**src/rtl/lcd_pkg.sv**
```systemverilog
// Shared types, HD44780 command bytes and step tables for lcd_frame_writer.
// Also holds the short timing constants selected by LCD_SIM_FAST_EN.
package lcd_pkg;

  typedef enum logic [1:0] {ST_PWRUP, ST_INIT, ST_IDLE, ST_FRAME} state_t;
  typedef enum logic [2:0] {TX_IDLE, TX_SETUP, TX_EHI, TX_ELO, TX_WAIT} tx_state_t;

  typedef struct packed {
    logic [7:0] data;
    logic       rs;
    logic       nibble_only;
    logic       long_wait;
  } step_t;

  localparam logic [7:0] LCD_FUNCSET = 8'h28;
  localparam logic [7:0] LCD_DISPON  = 8'h0C;
  localparam logic [7:0] LCD_ENTRY   = 8'h06;
  localparam logic [7:0] LCD_CLEAR   = 8'h01;
  localparam logic [7:0] LCD_LINE1   = 8'h80;
  localparam logic [7:0] LCD_LINE2   = 8'hC0;

  localparam int unsigned FAST_E_PULSE_CYC      = 2;
  localparam int unsigned FAST_CMD_WAIT_CYC     = 4;
  localparam int unsigned FAST_CLEAR_WAIT_CYC   = 8;
  localparam int unsigned FAST_POWERUP_WAIT_CYC = 16;

  localparam logic [5:0] INIT_LAST  = 6'd7;
  localparam logic [5:0] FRAME_LAST = 6'd33;

  // Counters run from load value down to 0, so a wait of N cycles loads N-1; 0 behaves as 1.
  function automatic logic [19:0] wait_load(input int unsigned cyc);
    return (cyc == 0) ? '0 : 20'(cyc - 1);
  endfunction

  // Single-nibble init steps carry the nibble in the high half of data.
  function automatic step_t init_step(input logic [2:0] i);
    step_t s;
    s = '{data: 8'h30, rs: 1'b0, nibble_only: 1'b1, long_wait: 1'b1};
    case (i)
      3'd3:    s.data = 8'h20;
      3'd4:    s = '{data: LCD_FUNCSET, rs: 1'b0, nibble_only: 1'b0, long_wait: 1'b0};
      3'd5:    s = '{data: LCD_DISPON,  rs: 1'b0, nibble_only: 1'b0, long_wait: 1'b0};
      3'd6:    s = '{data: LCD_ENTRY,   rs: 1'b0, nibble_only: 1'b0, long_wait: 1'b0};
      3'd7:    s = '{data: LCD_CLEAR,   rs: 1'b0, nibble_only: 1'b0, long_wait: 1'b1};
      default: ;
    endcase
    return s;
  endfunction

  // Frame step j: 0 = line-1 address, 1..16 = chars 0..15, 17 = line-2 address, 18..33 = chars 16..31.
  function automatic step_t frame_step(input logic [5:0] j, input logic [255:0] text);
    step_t s;
    logic [4:0] k;
    k = (j < 6'd17) ? 5'(j - 6'd1) : 5'(j - 6'd2);
    s = '{data: text[{~k, 3'b000} +: 8], rs: 1'b1, nibble_only: 1'b0, long_wait: 1'b0};
    if (j == 6'd0)
      s = '{data: LCD_LINE1, rs: 1'b0, nibble_only: 1'b0, long_wait: 1'b0};
    else if (j == 6'd17)
      s = '{data: LCD_LINE2, rs: 1'b0, nibble_only: 1'b0, long_wait: 1'b0};
    return s;
  endfunction

endpackage

```
**src/rtl/lcd_frame_writer_if.sv**
```systemverilog
// LCD pin bundle (4-bit HD44780 write-only bus) driven by lcd_frame_writer.
interface lcd_frame_writer_if;
  logic       rslcd;
  logic       rwlcd;
  logic       elcd;
  logic [3:0] lcdd;

  modport master (output rslcd, rwlcd, elcd, lcdd);
  modport slave  (input  rslcd, rwlcd, elcd, lcdd);
endinterface

```
**src/rtl/lcd_nibble_tx.sv**
```systemverilog
// Nibble/byte transmitter: setup cycle, E high, E low per nibble, then post-byte wait.
// done is high during the final wait cycle so the next start chains with no gap.
module lcd_nibble_tx
  import lcd_pkg::*;
#(
  parameter int unsigned E_CYC   = 12,
  parameter int unsigned CMD_CYC = 2500,
  parameter int unsigned CLR_CYC = 100000
) (
  input  logic               clk,
  input  logic               rst,
  input  logic               start,
  input  logic [7:0]         tx_byte,
  input  logic               rs,
  input  logic               nibble_only,
  input  logic               long_wait,
  output logic               done,
  lcd_frame_writer_if.master lcd
);

  localparam logic [19:0] E_LOAD   = wait_load(E_CYC);
  localparam logic [19:0] CMD_LOAD = wait_load(CMD_CYC);
  localparam logic [19:0] CLR_LOAD = wait_load(CLR_CYC);

  tx_state_t   state, state_n;
  logic [19:0] cnt, cnt_n;
  logic [3:0]  lo_nib, lo_nib_n, lcdd_n;
  logic        lo_pend, lo_pend_n, lw, lw_n, rs_n;

  assign done      = (state == TX_WAIT) && (cnt == '0);
  assign lcd.rwlcd = 1'b0;

  always_comb begin
    state_n   = state;
    cnt_n     = cnt;
    lo_nib_n  = lo_nib;
    lo_pend_n = lo_pend;
    lw_n      = lw;
    rs_n      = lcd.rslcd;
    lcdd_n    = lcd.lcdd;
    case (state)
      TX_SETUP: begin
        state_n = TX_EHI;
        cnt_n   = E_LOAD;
      end
      TX_EHI: begin
        if (cnt == '0) begin
          state_n = TX_ELO;
          cnt_n   = E_LOAD;
        end else begin
          cnt_n = cnt - 20'd1;
        end
      end
      TX_ELO: begin
        if (cnt != '0) begin
          cnt_n = cnt - 20'd1;
        end else if (lo_pend) begin
          state_n   = TX_SETUP;
          lcdd_n    = lo_nib;
          lo_pend_n = 1'b0;
        end else begin
          state_n = TX_WAIT;
          cnt_n   = lw ? CLR_LOAD : CMD_LOAD;
        end
      end
      TX_WAIT: begin
        if (cnt != '0) cnt_n = cnt - 20'd1;
        else           state_n = TX_IDLE;
      end
      default: ;
    endcase
    if (start && (state == TX_IDLE || done)) begin
      state_n   = TX_SETUP;
      rs_n      = rs;
      lcdd_n    = tx_byte[7:4];
      lo_nib_n  = tx_byte[3:0];
      lo_pend_n = !nibble_only;
      lw_n      = long_wait;
    end
  end

  always_ff @(posedge clk or posedge rst) begin
    if (rst) begin
      state     <= TX_IDLE;
      cnt       <= '0;
      lo_nib    <= '0;
      lo_pend   <= 1'b0;
      lw        <= 1'b0;
      lcd.elcd  <= 1'b0;
      lcd.rslcd <= 1'b0;
      lcd.lcdd  <= '0;
    end else begin
      state     <= state_n;
      cnt       <= cnt_n;
      lo_nib    <= lo_nib_n;
      lo_pend   <= lo_pend_n;
      lw        <= lw_n;
      lcd.elcd  <= (state_n == TX_EHI);
      lcd.rslcd <= rs_n;
      lcd.lcdd  <= lcdd_n;
    end
  end

endmodule

```
**src/rtl/lcd_frame_writer.sv**
```systemverilog
// Drives a 16x2 HD44780 LCD in 4-bit mode: power-up wait, init, then full-frame rewrite per cls.
// Define LCD_SIM_FAST_EN to replace the timing parameters with short simulation values.
module lcd_frame_writer
  import lcd_pkg::*;
#(
  parameter int unsigned E_PULSE_CYC      = 12,
  parameter int unsigned CMD_WAIT_CYC     = 2500,
  parameter int unsigned CLEAR_WAIT_CYC   = 100000,
  parameter int unsigned POWERUP_WAIT_CYC = 750000
) (
  input  logic               CCLK,
  input  logic               rst,
  input  logic               cls,
  input  logic [255:0]       strdata,
  lcd_frame_writer_if.master lcd,
  output logic               busy
);

`ifdef LCD_SIM_FAST_EN
  localparam int unsigned E_CYC   = FAST_E_PULSE_CYC;
  localparam int unsigned CMD_CYC = FAST_CMD_WAIT_CYC;
  localparam int unsigned CLR_CYC = FAST_CLEAR_WAIT_CYC;
  localparam int unsigned PWR_CYC = FAST_POWERUP_WAIT_CYC;
`else
  localparam int unsigned E_CYC   = E_PULSE_CYC;
  localparam int unsigned CMD_CYC = CMD_WAIT_CYC;
  localparam int unsigned CLR_CYC = CLEAR_WAIT_CYC;
  localparam int unsigned PWR_CYC = POWERUP_WAIT_CYC;
`endif

  localparam logic [19:0] PWR_LOAD = wait_load(PWR_CYC);

  state_t       state, state_n;
  logic [5:0]   idx, idx_n, nxt;
  logic [19:0]  pcnt;
  logic [255:0] shadow;
  logic         pending, kick, kick_n, frame_go;
  logic         start, done;
  step_t        step;

  assign busy = (state != ST_IDLE);
  assign nxt  = idx + 6'd1;

  // kick issues the first frame byte in the cycle after FRAME entry, so a frame can
  // follow INIT or another frame directly without ever passing through IDLE.
  always_comb begin
    state_n  = state;
    idx_n    = idx;
    kick_n   = 1'b0;
    start    = 1'b0;
    step     = '0;
    frame_go = 1'b0;
    case (state)
      ST_PWRUP: begin
        if (pcnt == '0) begin
          start   = 1'b1;
          step    = init_step(3'd0);
          state_n = ST_INIT;
          idx_n   = '0;
        end
      end
      ST_INIT, ST_FRAME: begin
        if (kick) begin
          start = 1'b1;
          step  = frame_step(6'd0, shadow);
        end else if (done) begin
          if (idx == ((state == ST_INIT) ? INIT_LAST : FRAME_LAST)) begin
            if (pending || cls) begin
              frame_go = 1'b1;
              state_n  = ST_FRAME;
            end else begin
              state_n = ST_IDLE;
            end
          end else begin
            idx_n = nxt;
            start = 1'b1;
            step  = (state == ST_INIT) ? init_step(nxt[2:0]) : frame_step(nxt, shadow);
          end
        end
      end
      ST_IDLE: begin
        if (pending || cls) begin
          frame_go = 1'b1;
          state_n  = ST_FRAME;
        end
      end
      default: state_n = ST_PWRUP;
    endcase
    if (frame_go) begin
      idx_n  = '0;
      kick_n = 1'b1;
    end
  end

  always_ff @(posedge CCLK or posedge rst) begin
    if (rst) begin
      state   <= ST_PWRUP;
      idx     <= '0;
      pcnt    <= PWR_LOAD;
      pending <= 1'b0;
      kick    <= 1'b0;
      shadow  <= '0;
    end else begin
      state <= state_n;
      idx   <= idx_n;
      kick  <= kick_n;
      if (state == ST_PWRUP && pcnt != '0) pcnt <= pcnt - 20'd1;
      if (frame_go) begin
        pending <= 1'b0;
        shadow  <= strdata;
      end else if (cls) begin
        pending <= 1'b1;
      end
    end
  end

  lcd_nibble_tx #(
    .E_CYC   (E_CYC),
    .CMD_CYC (CMD_CYC),
    .CLR_CYC (CLR_CYC)
  ) u_tx (
    .clk         (CCLK),
    .rst         (rst),
    .start       (start),
    .tx_byte     (step.data),
    .rs          (step.rs),
    .nibble_only (step.nibble_only),
    .long_wait   (step.long_wait),
    .done        (done),
    .lcd         (lcd)
  );

endmodule

```
**src/flat_wrapper.sv**
```systemverilog
// flat-port wrapper written by rule: the top's interface ports become plain ports
module lcd_frame_writer_flat import lcd_pkg::*;
#(
  parameter int unsigned E_PULSE_CYC      = 12,
  parameter int unsigned CMD_WAIT_CYC     = 2500,
  parameter int unsigned CLEAR_WAIT_CYC   = 100000,
  parameter int unsigned POWERUP_WAIT_CYC = 750000
)
  (CCLK, rst, cls, strdata, busy, lcd_rslcd, lcd_rwlcd, lcd_elcd, lcd_lcdd);
  lcd_frame_writer_if lcd_i ();
  input  logic CCLK;
  input  logic rst;
  input  logic cls;
  input  logic [255:0] strdata;
  output logic busy;
  output wire logic [$bits(lcd_i.rslcd)-1:0] lcd_rslcd;
  output wire logic [$bits(lcd_i.rwlcd)-1:0] lcd_rwlcd;
  output wire logic [$bits(lcd_i.elcd)-1:0] lcd_elcd;
  output wire logic [$bits(lcd_i.lcdd)-1:0] lcd_lcdd;
  assign lcd_rslcd = lcd_i.rslcd;
  assign lcd_rwlcd = lcd_i.rwlcd;
  assign lcd_elcd = lcd_i.elcd;
  assign lcd_lcdd = lcd_i.lcdd;
  lcd_frame_writer #(.E_PULSE_CYC(E_PULSE_CYC), .CMD_WAIT_CYC(CMD_WAIT_CYC), .CLEAR_WAIT_CYC(CLEAR_WAIT_CYC), .POWERUP_WAIT_CYC(POWERUP_WAIT_CYC)) u_core (.CCLK(CCLK), .rst(rst), .cls(cls), .strdata(strdata), .lcd(lcd_i), .busy(busy));
endmodule
```
**config.mk**
```make
export PLATFORM = sky130hd
export DESIGN_NAME = lcd_frame_writer_flat
export DESIGN_NICKNAME = d
export VERILOG_FILES = /design/src/rtl/lcd_pkg.sv /design/src/rtl/lcd_frame_writer_if.sv /design/src/rtl/lcd_nibble_tx.sv /design/src/rtl/lcd_frame_writer.sv /design/src/flat_wrapper.sv
export SDC_FILE = /design/constraint.sdc
export NUM_CORES = 1
export LEC_CHECK = 0
export BUFFER_PORTS_ARGS = -buffer_cell sky130_fd_sc_hd__buf_2
export CORE_ASPECT_RATIO = 1.75
export CORE_UTILIZATION = 40
export CTS_BUF_LIST = sky130_fd_sc_hd__clkbuf_8
export DETAILED_ROUTE_END_ITERATION = 12
export RECOVER_POWER = 50
export SYNTH_ARGS = -nofsm -noshare
export SYNTH_HDL_FRONTEND = slang
export SYNTH_SLANG_ARGS = --single-unit
```
**constraint.sdc**
```tcl
create_clock -name CCLK -period 17.48 [get_ports CCLK]
set_input_delay 0 -clock CCLK [delete_from_list [all_inputs] [get_ports CCLK]]
set_output_delay 0 -clock CCLK [all_outputs]
set_load 0.005 [all_outputs]
```
After elaboration in Yosys (flattened, before gate mapping)

Cells that the tools add are included.

Shift-type cells: 1
Equality and inequality tests: 28
$add $sub $neg: 5
Bitwise operators: 1
Magnitude comparators: 1
Multiplexer cells: 57
Reduce and logical (&&, ||, !) cells: 25

Operator list:

| cell                  | number |
|---|---|
| $shiftx 256x9->8      | 1 |
| $mux 20               | 4 |
| $pmux 20 s4           | 1 |
| $mux 11               | 6 |
| $logic_not 20->1      | 2 |
| $reduce_bool 20->1    | 2 |
| $sub 20x1->20 const B | 2 |
| $mux 6                | 6 |
| $pmux 6 s5            | 1 |
| $pmux 11 s2           | 1 |
| $mux 17               | 1 |
| $mux 4                | 4 |
| $eq 3x3->1 const B    | 5 |
| $mux 1                | 15 |
| $mux 3                | 5 |
| $eq 3x2->1 const B    | 4 |
| $pmux 3 s4            | 1 |
| $pmux 6 s2            | 1 |
| $mux 2                | 5 |
| $ne 2x1->1 const B    | 5 |
| $reduce_and 5->1      | 2 |
| $mux 9                | 1 |
| $add 6x1->6 const B   | 1 |
| $eq 6x5->1 const B    | 1 |
| other kinds (29)      | 41 |

Input port bits: 259
Bits in registers: 321
Logic and storage cells: 132
Output and inout port bits: 8

Longest topological paths before layout

Gate-level depths: netlist of the first run.

Depth in word-level cells: 14
Mapped depth: 15
Gate-level depth less buffers: 11

Modules after synthesis

Synthesis of the first run repeated with hierarchy kept, for this count alone.

Cells, all modules: 1974
Area, all modules: 16618.4 µm²

Modules (own cells, without submodules):

| module           | cells each | area each (µm²) | seq. area each (µm²) | times used |
|---|---|---|---|---|
| lcd_frame_writer | 1739       | 14550.2         | 7173.1               | 1 |
| lcd_nibble_tx    | 235        | 2068.2          | 875.8                | 1 |

Worst setup path after synthesis of the first run

No wires, ideal clock.

Path kind: register -> register
From: reg u_core.idx[0]
To: reg u_core.u_tx.lcd.lcdd[1]
Path slack: 14302 ps
Arrival time: 3060 ps
Required time: 17362 ps
Path buffers: 2
Period minus slack after synthesis: 3178 ps
Setup time: 118 ps
Cell stages (with the launch flop): 14
Cell sequence: dfrtp_1 ha_1 buf_2 nand3_1 xor2_1 a31oi_1 or3_1 nand2_1 buf_2 mux2i_1 mux2i_1 a2111oi_0 a2111oi_0 a21o_1

Longest elaborated chain between the ends: 13
Elaborated cells on any way between the ends: 33
Classes of those cells: add/sub: 3; order compare: 1; eq/ne: 8; shift: 1; mux: 14; bitwise: 1; reduce/logical: 5

Ends and longest elaborated chain:

| what                                | line                     | RTL |
|---|---|---|
| start: declaration                  | lcd_frame_writer.sv:34   | `logic [5:0] idx, idx_n, nxt;` |
| start signal: assignment            | lcd_frame_writer.sv:105  | `idx <= idx_n;` |
| $add 6x1->6                         | lcd_frame_writer.sv:42   | `assign nxt = idx + 6'd1;` |
| $sub 5x2->5 (tied with other cells) | lcd_pkg.sv:54            | `k = (j < 6'd17) ? 5'(j - 6'd1) : 5'(j - 6'd2);` |
| $mux 5                              | lcd_pkg.sv:54            |  |
| $not 5->5                           | lcd_pkg.sv:55            | `s = '{data: text[{~k, 3'b000} +: 8], rs: 1'b1, nibble_only: 1'b0, long_wait: 1'b0};` |
| $shiftx 256x9->8                    | lcd_pkg.sv:55            |  |
| $mux 11                             | lcd_pkg.sv:58            | `else if (j == 6'd17)` |
| $mux 11                             | lcd_pkg.sv:56            | `if (j == 6'd0)` |
| $mux 11                             | lcd_frame_writer.sv:77   | `step = (state == ST_INIT) ? init_step(nxt[2:0]) : frame_step(nxt, shadow);` |
| $mux 11                             | lcd_frame_writer.sv:67   | `if (idx == ((state == ST_INIT) ? INIT_LAST : FRAME_LAST)) begin` |
| $mux 11                             | lcd_frame_writer.sv:66   | `end else if (done) begin` |
| $mux 11                             | lcd_frame_writer.sv:63   | `if (kick) begin` |
| $pmux 11 s2                         | lcd_frame_writer.sv:53   | `case (state)` |
| $mux 4                              | lcd_nibble_tx.sv:72      | `if (start && (state == TX_IDLE \|\| done)) begin` |
| end signal: assignment              | lcd_nibble_tx.sv:100     | `lcd.lcdd <= lcdd_n;` |
| end: declaration                    | lcd_frame_writer_if.sv:8 | `modport master (output rslcd, rwlcd, elcd, lcdd);` |

Parallel ways exist; a longest one is shown, timed or not.
A chain may end at the register's enable or synchronous reset.

==> results of run 1 <==
[through the flow]
| stage | hold WS, ns | total power, mW | std cells |
|---|---|---|---|
| floorplan | 0.105 | 0.769 | 1925 |
| global placement | 0.193 | 0.806 | 2580 |
| detailed placement | 0.193 | 0.806 | 2580 |
| CTS | 0.101 | 1.50 | 2928 |
| global route | 0.130 | 1.54 | 2931 |
| finish | 0.130 | 1.49 | 2931 |
[cell families after synthesis]
kind of cell	Yosys count
flip-flops	321
adder cells (fa/ha/maj)	9
buffers and inverters	136
multiplexers	58
AO/OA/AOI/OAI	251
AND/OR/NAND/NOR	1125
other	1
XOR/XNOR	24
[synthesized netlist by cell type (26+ instances only)]
cell type and instances:
o21ai_0 62, buf_2 30, buf_4 26, nand3_1 36, a21oi_1 36, nand2_1 906
dfrtp_1 308, nor2_1 78, nor3_1 26, o22ai_1 30, mux2i_1 45, clkbuf_1 57
[per-layer routing]
metal	track usage	vias up	wire, µm	share of wire
li1	-	7343	-	-
met2	0.514	679	30400	0.51
met4	0.246	0	5320	0.090
met1	0.313	7656	21100	0.36
met5	0	-	0	0
met3	0.0366	271	2560	0.043
[worst max path at each step]
stage	slack [ns]	from	end
2_1_floorplan	8.62	rst	u_core.idx[0]
3_3_place_gp	12.21	u_core.u_tx.cnt[16]	u_core.idx[4]
3_5_place_dp	12.14	u_core.u_tx.cnt[16]	u_core.idx[4]
6_report	10.09	rst	u_core.shadow[205]
4_1_cts	12.11	u_core.u_tx.cnt[16]	u_core.idx[4]
5_1_grt	8.70	rst	u_core.shadow[232]
[power breakdown]
group	switching, mW	total, mW	internal (mW)
clock	0.309	0.651	0.342
sequential	0.00000000000000000770	0.743	0.743
combinational	0.0374	0.0960	0.0586
[cell type report]
cell class | count | area share
flip-flops and latches | 321 | 0.381
multi-input cells | 1468 | 0.346
repair buffers | 541 | 0.191
clock buffers | 67 | 0.0437
well taps | 490 | 0.0291
clock inverters | 23 | 0.00492
inverters | 18 | 0.00362
diodes | 3 | 0.000356
[worst max-delay path, stage by stage]
cell and delay, ns:
dlygate4sd3_1 0.53, buf_2 0.12, clkinvlp_2 3.28, clkbuf_1 3.04
[registers in the layout, indices dropped and copies added, names as in the netlist]
signal,flops
u_core.u_tx.lo_pend,1
u_core.u_tx.state,3
u_core.u_tx.lw,1
u_core.pcnt,20
u_core.u_tx.lo_nib,4
u_core.shadow,256
u_core.pending,1
u_core.u_tx.cnt,20
u_core.idx,6
u_core.u_tx.lcd.elcd,1
u_core.u_tx.lcd.rslcd,1
u_core.u_tx.lcd.lcdd,4
u_core.state,2
u_core.kick,1
==> results.yml, run 1 <==
run_status:
  status: "complete, but fails checks"
  violations: "DRC, capacitance limit, slew limit"
synthesis:
  synth_flop_cell: "dfrtp_1"
  synth_fa_ha_area_frac: 0.00708
  synth_xor_area_frac: 0.0132
  async_flop_share: 1.00
  seq_area_frac_synth: 0.506
  synth_edf_count: 0
  synth_compound_gate_area_share: 0.105
  syn_nets: 2193
  synth_area_per_cell_um2: 8.26
  yosys.area_share.simple: 0.286
  yosysTopAreaCell: "dfrtp_1"
  synth-seq-cells: 321
  synth_top_family_by_area: "simple AND/OR/NAND/NOR gates"
  muxShareOfSynthArea: 0.0411
  ys_warn_count: 0
  synthesis.area_um2: 15900
  netlist-cell-type-count: 68
  yosysTopAreaCellShare: 0.485
  synthCells: 1925
  synthTopCellsByArea: "dfrtp_1 (48%), nand2_1 (21%), mux2i_1 (2.8%)"
timing:
  worstMarginPinSlew_ns: 5.95
  rsz0062_at_grt: "no"
  finalSetupViolCount: 0
  hold_viol_final: 0
  fmax_mhz: 135
  setup_slack_ns: 10.09
  final.setup.tns_ns: 0
  slew_headroom: -2.99
  layout_worst_path_cycle_share: 0.423
  finalClockSkew_ns: 0.0255
  slew_viol_final: 328
  period_needed_ns: 7.39
die:
  die_y_um: 266
  rows: 96
  dieArea_um2: 40600
  initial_core_util: 0.406
  die_w_um: 153
  io_pins: 267
  core_area_um2: 39200
worst_hold_path:
  hp-start: "strdata[249]"
  min_path_type: "in2reg"
  holdPathEnd: "u_core.shadow[249]"
  min_path_cells: 4
placed_design:
  postPlaceCellArea_um2: 17500
  portBuffers: 265
  gp_congestion: 1.01
  place_hpwl_um: 39400
  post-place-ws_ns: 12.14
setup_path:
  r2r_slack_ns: 12.19
  crit_type: "in2async"
  reg2reg_depth: 12
  timing.rr.start: "u_core.u_tx.cnt[10]"
  cp_max_fo: 126
  r2r-end: "u_core.idx[4]"
  endpoint_kind: "asynchronous set/reset pin"
  required_ns: 17.23
  critPathLaunchType: "input pin"
  worst-endpoint-arrival_ns: 7.15
global_routing:
  grt_max_degree: 259
  grt-ovfl-total: 0
  grt_pass1_vias: 16300
  antenna_found_initial: 3
  grt_pass1_wl_um: 90600
  groute.usage.overall: 0.292
clock_network:
  cts_tree: "built"
  clock_latency_ns: 0.60
  cts.reportedPaths.clkPinSlew_ns: 0.06
  clkSinkCount: 321
  cts_hold_buf: 258
  cts_buffer_depth: 3
  numCtsBuffers: 50
  htreeDepth: 2
  cts_resized: 0
  cts_post_setup_buffers_inserted: 0
  cts-root-buf: "clkbuf_8"
pwr:
  power.density_nw_per_um2: 70.6
  max-vdd-ir-drop_uv: 58.0
  p_leak_nw: 10.9
detailed_routing:
  routed_wl_um: 59400
  drt_pass1_iterations: 12
  avgViaCountPerCell: 5.44
  wl_per_cell_um: 20.3
  vias: 15900
  ant_nets: 0
  drc: 5
  drt-initial-drc-count: 1248
final_layout:
  layout_common_cells: "nand2_1 (905), dfrtp_1 (308), dlygate4sd3_1 (258), buf_2 (258), nor2_1 (78)"
  filler_cell_count: 3494
  nets: 2668
  fin_util: 0.539
  drive_gt1_frac: 0.166
  regArea_um2: 8050
  design_area_um2: 21100
  syn2layout_area_growth_pct: 32.8
  multi_input_area_um2: 7300
  final_common_cell: "nand2_1"
run:
  maxCapViolCount: 4
Power figures use the tool's default switching activity.
==> run 2: changes to the inputs <==
clock period = 7.2 ns   (was 17.48 ns; I/O delays follow)
==> run 2 against run 1 <==
  * The run still ends with DRC, capacitance limit, slew limit left
  * Sequential share of layout area is the same
  * Design area stayed put
  * Largest power group unchanged
  * Routed wire length is 1.2% lower
  * Register-to-register slack got worse by 10 ns
  * Die area unchanged
  * Clock power grew 140%
==> results.yml, run 2 (synthesis results as in run 1) <==
timing:
  finalClockSkew_ns: 0.0364
  hold_viol_final: 0
  slew_headroom: -2.04
  worstMarginPinSlew_ns: 4.56
  fmax_mhz: 200
  final.setup.tns_ns: 0
  rsz0062_at_grt: "no"
  setup_slack_ns: 2.21
  slew_viol_final: 325
  finalSetupViolCount: 0
  timing.hold.ws_ns: 0.107
  layout_worst_path_cycle_share: 0.694
  period_needed_ns: 4.99
clock_network:
  clock_latency_ns: 0.62
  cts-root-buf: "clkbuf_8"
  cts.reportedPaths.clkPinSlew_ns: 0.07
  cts_buffer_depth: 3
  cts_post_setup_buffers_inserted: 0
  clkSinkCount: 321
  cts_tree: "built"
  numCtsBuffers: 51
  htreeDepth: 2
global_routing:
  grt_max_degree: 259
  grt-ovfl-total: 0
  grt_pass1_vias: 16400
  groute.usage.overall: 0.291
  antenna_found_initial: 2
  grt_pass1_wl_um: 90400
pwr:
  p_leak_nw: 11.0
  comb_power_share: 0.066
  power.density_nw_per_um2: 172
  p_clk_frac: 0.436
  switchingPower_mw: 0.850
  totalPowerFinal_mw: 3.62
  p_int_mw: 2.77
  max-vdd-ir-drop_uv: 123
  p_seq_frac: 0.498
  sw_frac_of_total: 0.235
run:
  maxCapViolCount: 3
final_layout:
  nets: 2671
  final_common_cell: "nand2_1"
  drive_gt1_frac: 0.169
  fin_cells: 2931
  largest_reg_flops: 256
  layout_common_cells: "nand2_1 (905), dfrtp_1 (308), buf_2 (262), dlygate4sd3_1 (258), nor2_1 (77)"
  fin_util: 0.539
  design_area_um2: 21100
  largest_register: "u_core.shadow"
  syn2layout_area_growth_pct: 32.8
  reg.largest.list: "u_core.shadow: 256 flops, u_core.pcnt: 20 flops, u_core.u_tx.cnt: 20 flops"
detailed_routing:
  drt-initial-drc-count: 1159
  drt_pass1_iterations: 11
  avgViaCountPerCell: 5.46
  vias: 16000
  met3WireLength_um: 2580
  drc: 2
  wl_per_cell_um: 20.0
  wl_met2_um: 29700
  ant_nets: 0
  routed_wl_um: 58700
  wl_met1_um: 21400
  highest_layer: "met4"
run_status:
  violations: "DRC, capacitance limit, slew limit"
  status: "complete, but fails checks"
setup_path:
  critPathLaunchType: "flop"
  required_ns: 7.68
  cp_max_fo: 43
  endpoint_kind: "flop"
  crit_type: "reg2reg"
  worst-endpoint-arrival_ns: 5.47
die:
  die_w_um: 153
  die_y_um: 266
  rows: 96
  core_area_um2: 39200
  io_pins: 267
  initial_core_util: 0.406
  dieArea_um2: 40600
worst_hold_path:
  min_path_type: "in2reg"
placed_design:
  postPlaceCellArea_um2: 17500
  portBuffers: 265
  place_inst: 2582
  post-place-ws_ns: 2.30
  gp_congestion: 0.916
  place_hpwl_um: 38000
run 2: changes by cell type in the layout (fill, tap and decap cells not counted), moves of 2 or more:
cell      previous run  this run
buf_2              258       262
buf_4               14        16
clkbuf_1            10         4
clkbuf_2             0         2
clkbuf_8            67        63
inv_1               29        31
run 2: final cells by class:
class | count | area, µm²
fillers | 3573 | 18100
flip-flops and latches | 321 | 8050
multi-input cells | 1468 | 7290
repair buffers | 543 | 4060
clock buffers | 63 | 867
well taps | 490 | 613
clock inverters | 26 | 148
inverters | 18 | 76.3
diodes | 2 | 5.00
run 2: path summary, 6_finish.rpt:
check	startpoint	to	slack, ns	depth (start not counted)
setup / recovery	u_core.idx[0]	u_core.u_tx.lcd.lcdd[3]	2.21	13
hold / removal	strdata[92]	u_core.shadow[92]	0.11	4
setup reg to reg	u_core.idx[0]	u_core.u_tx.lcd.lcdd[3]	2.21	13
hold reg to reg	u_core.shadow[96]	u_core.shadow[96]	0.47	2
max in group asynchronous	rst	u_core.shadow[220]	2.47	5
min in group asynchronous	rst	u_core.pcnt[15]	1.35	4
run 2: repair_timing:
| action | in CTS | in global routing |
|---|---|---|
| gates resized for setup | 0 | 0 |
| hold endpoints to repair | 492 | 0 |
| hold buffers | 258 | 0 |
run 2: power groups by stage:
stage	Combinational [mW]	Clock, mW	Sequential (mW)
floorplan	0.0283	0	1.84
global placement	0.126	0	1.84
detailed placement	0.124	0	1.84
CTS	0.232	1.61	1.80
global route	0.255	1.69	1.80
finish	0.239	1.58	1.80
run 2: layer usage:
metal	track usage	up-vias
met4	0.237	0
met5	0	-
met2	0.507	671
met1	0.316	7718
li1	-	7350
met3	0.0381	259
run 2: worst max-delay path, cell delays in order, from the launching register on:
cell	delay [ns]
dfrtp_1	0.32
buf_4	0.39
ha_1	0.45
nand3_1	0.14
xor2_1	0.27
a31oi_1	0.47
a211o_2	0.95
buf_4	0.46
mux2_2	0.38
nor2_1	0.12
a211oi_1	0.07
o21ai_0	0.32
nand4_1	0.22
a31o_1	0.26
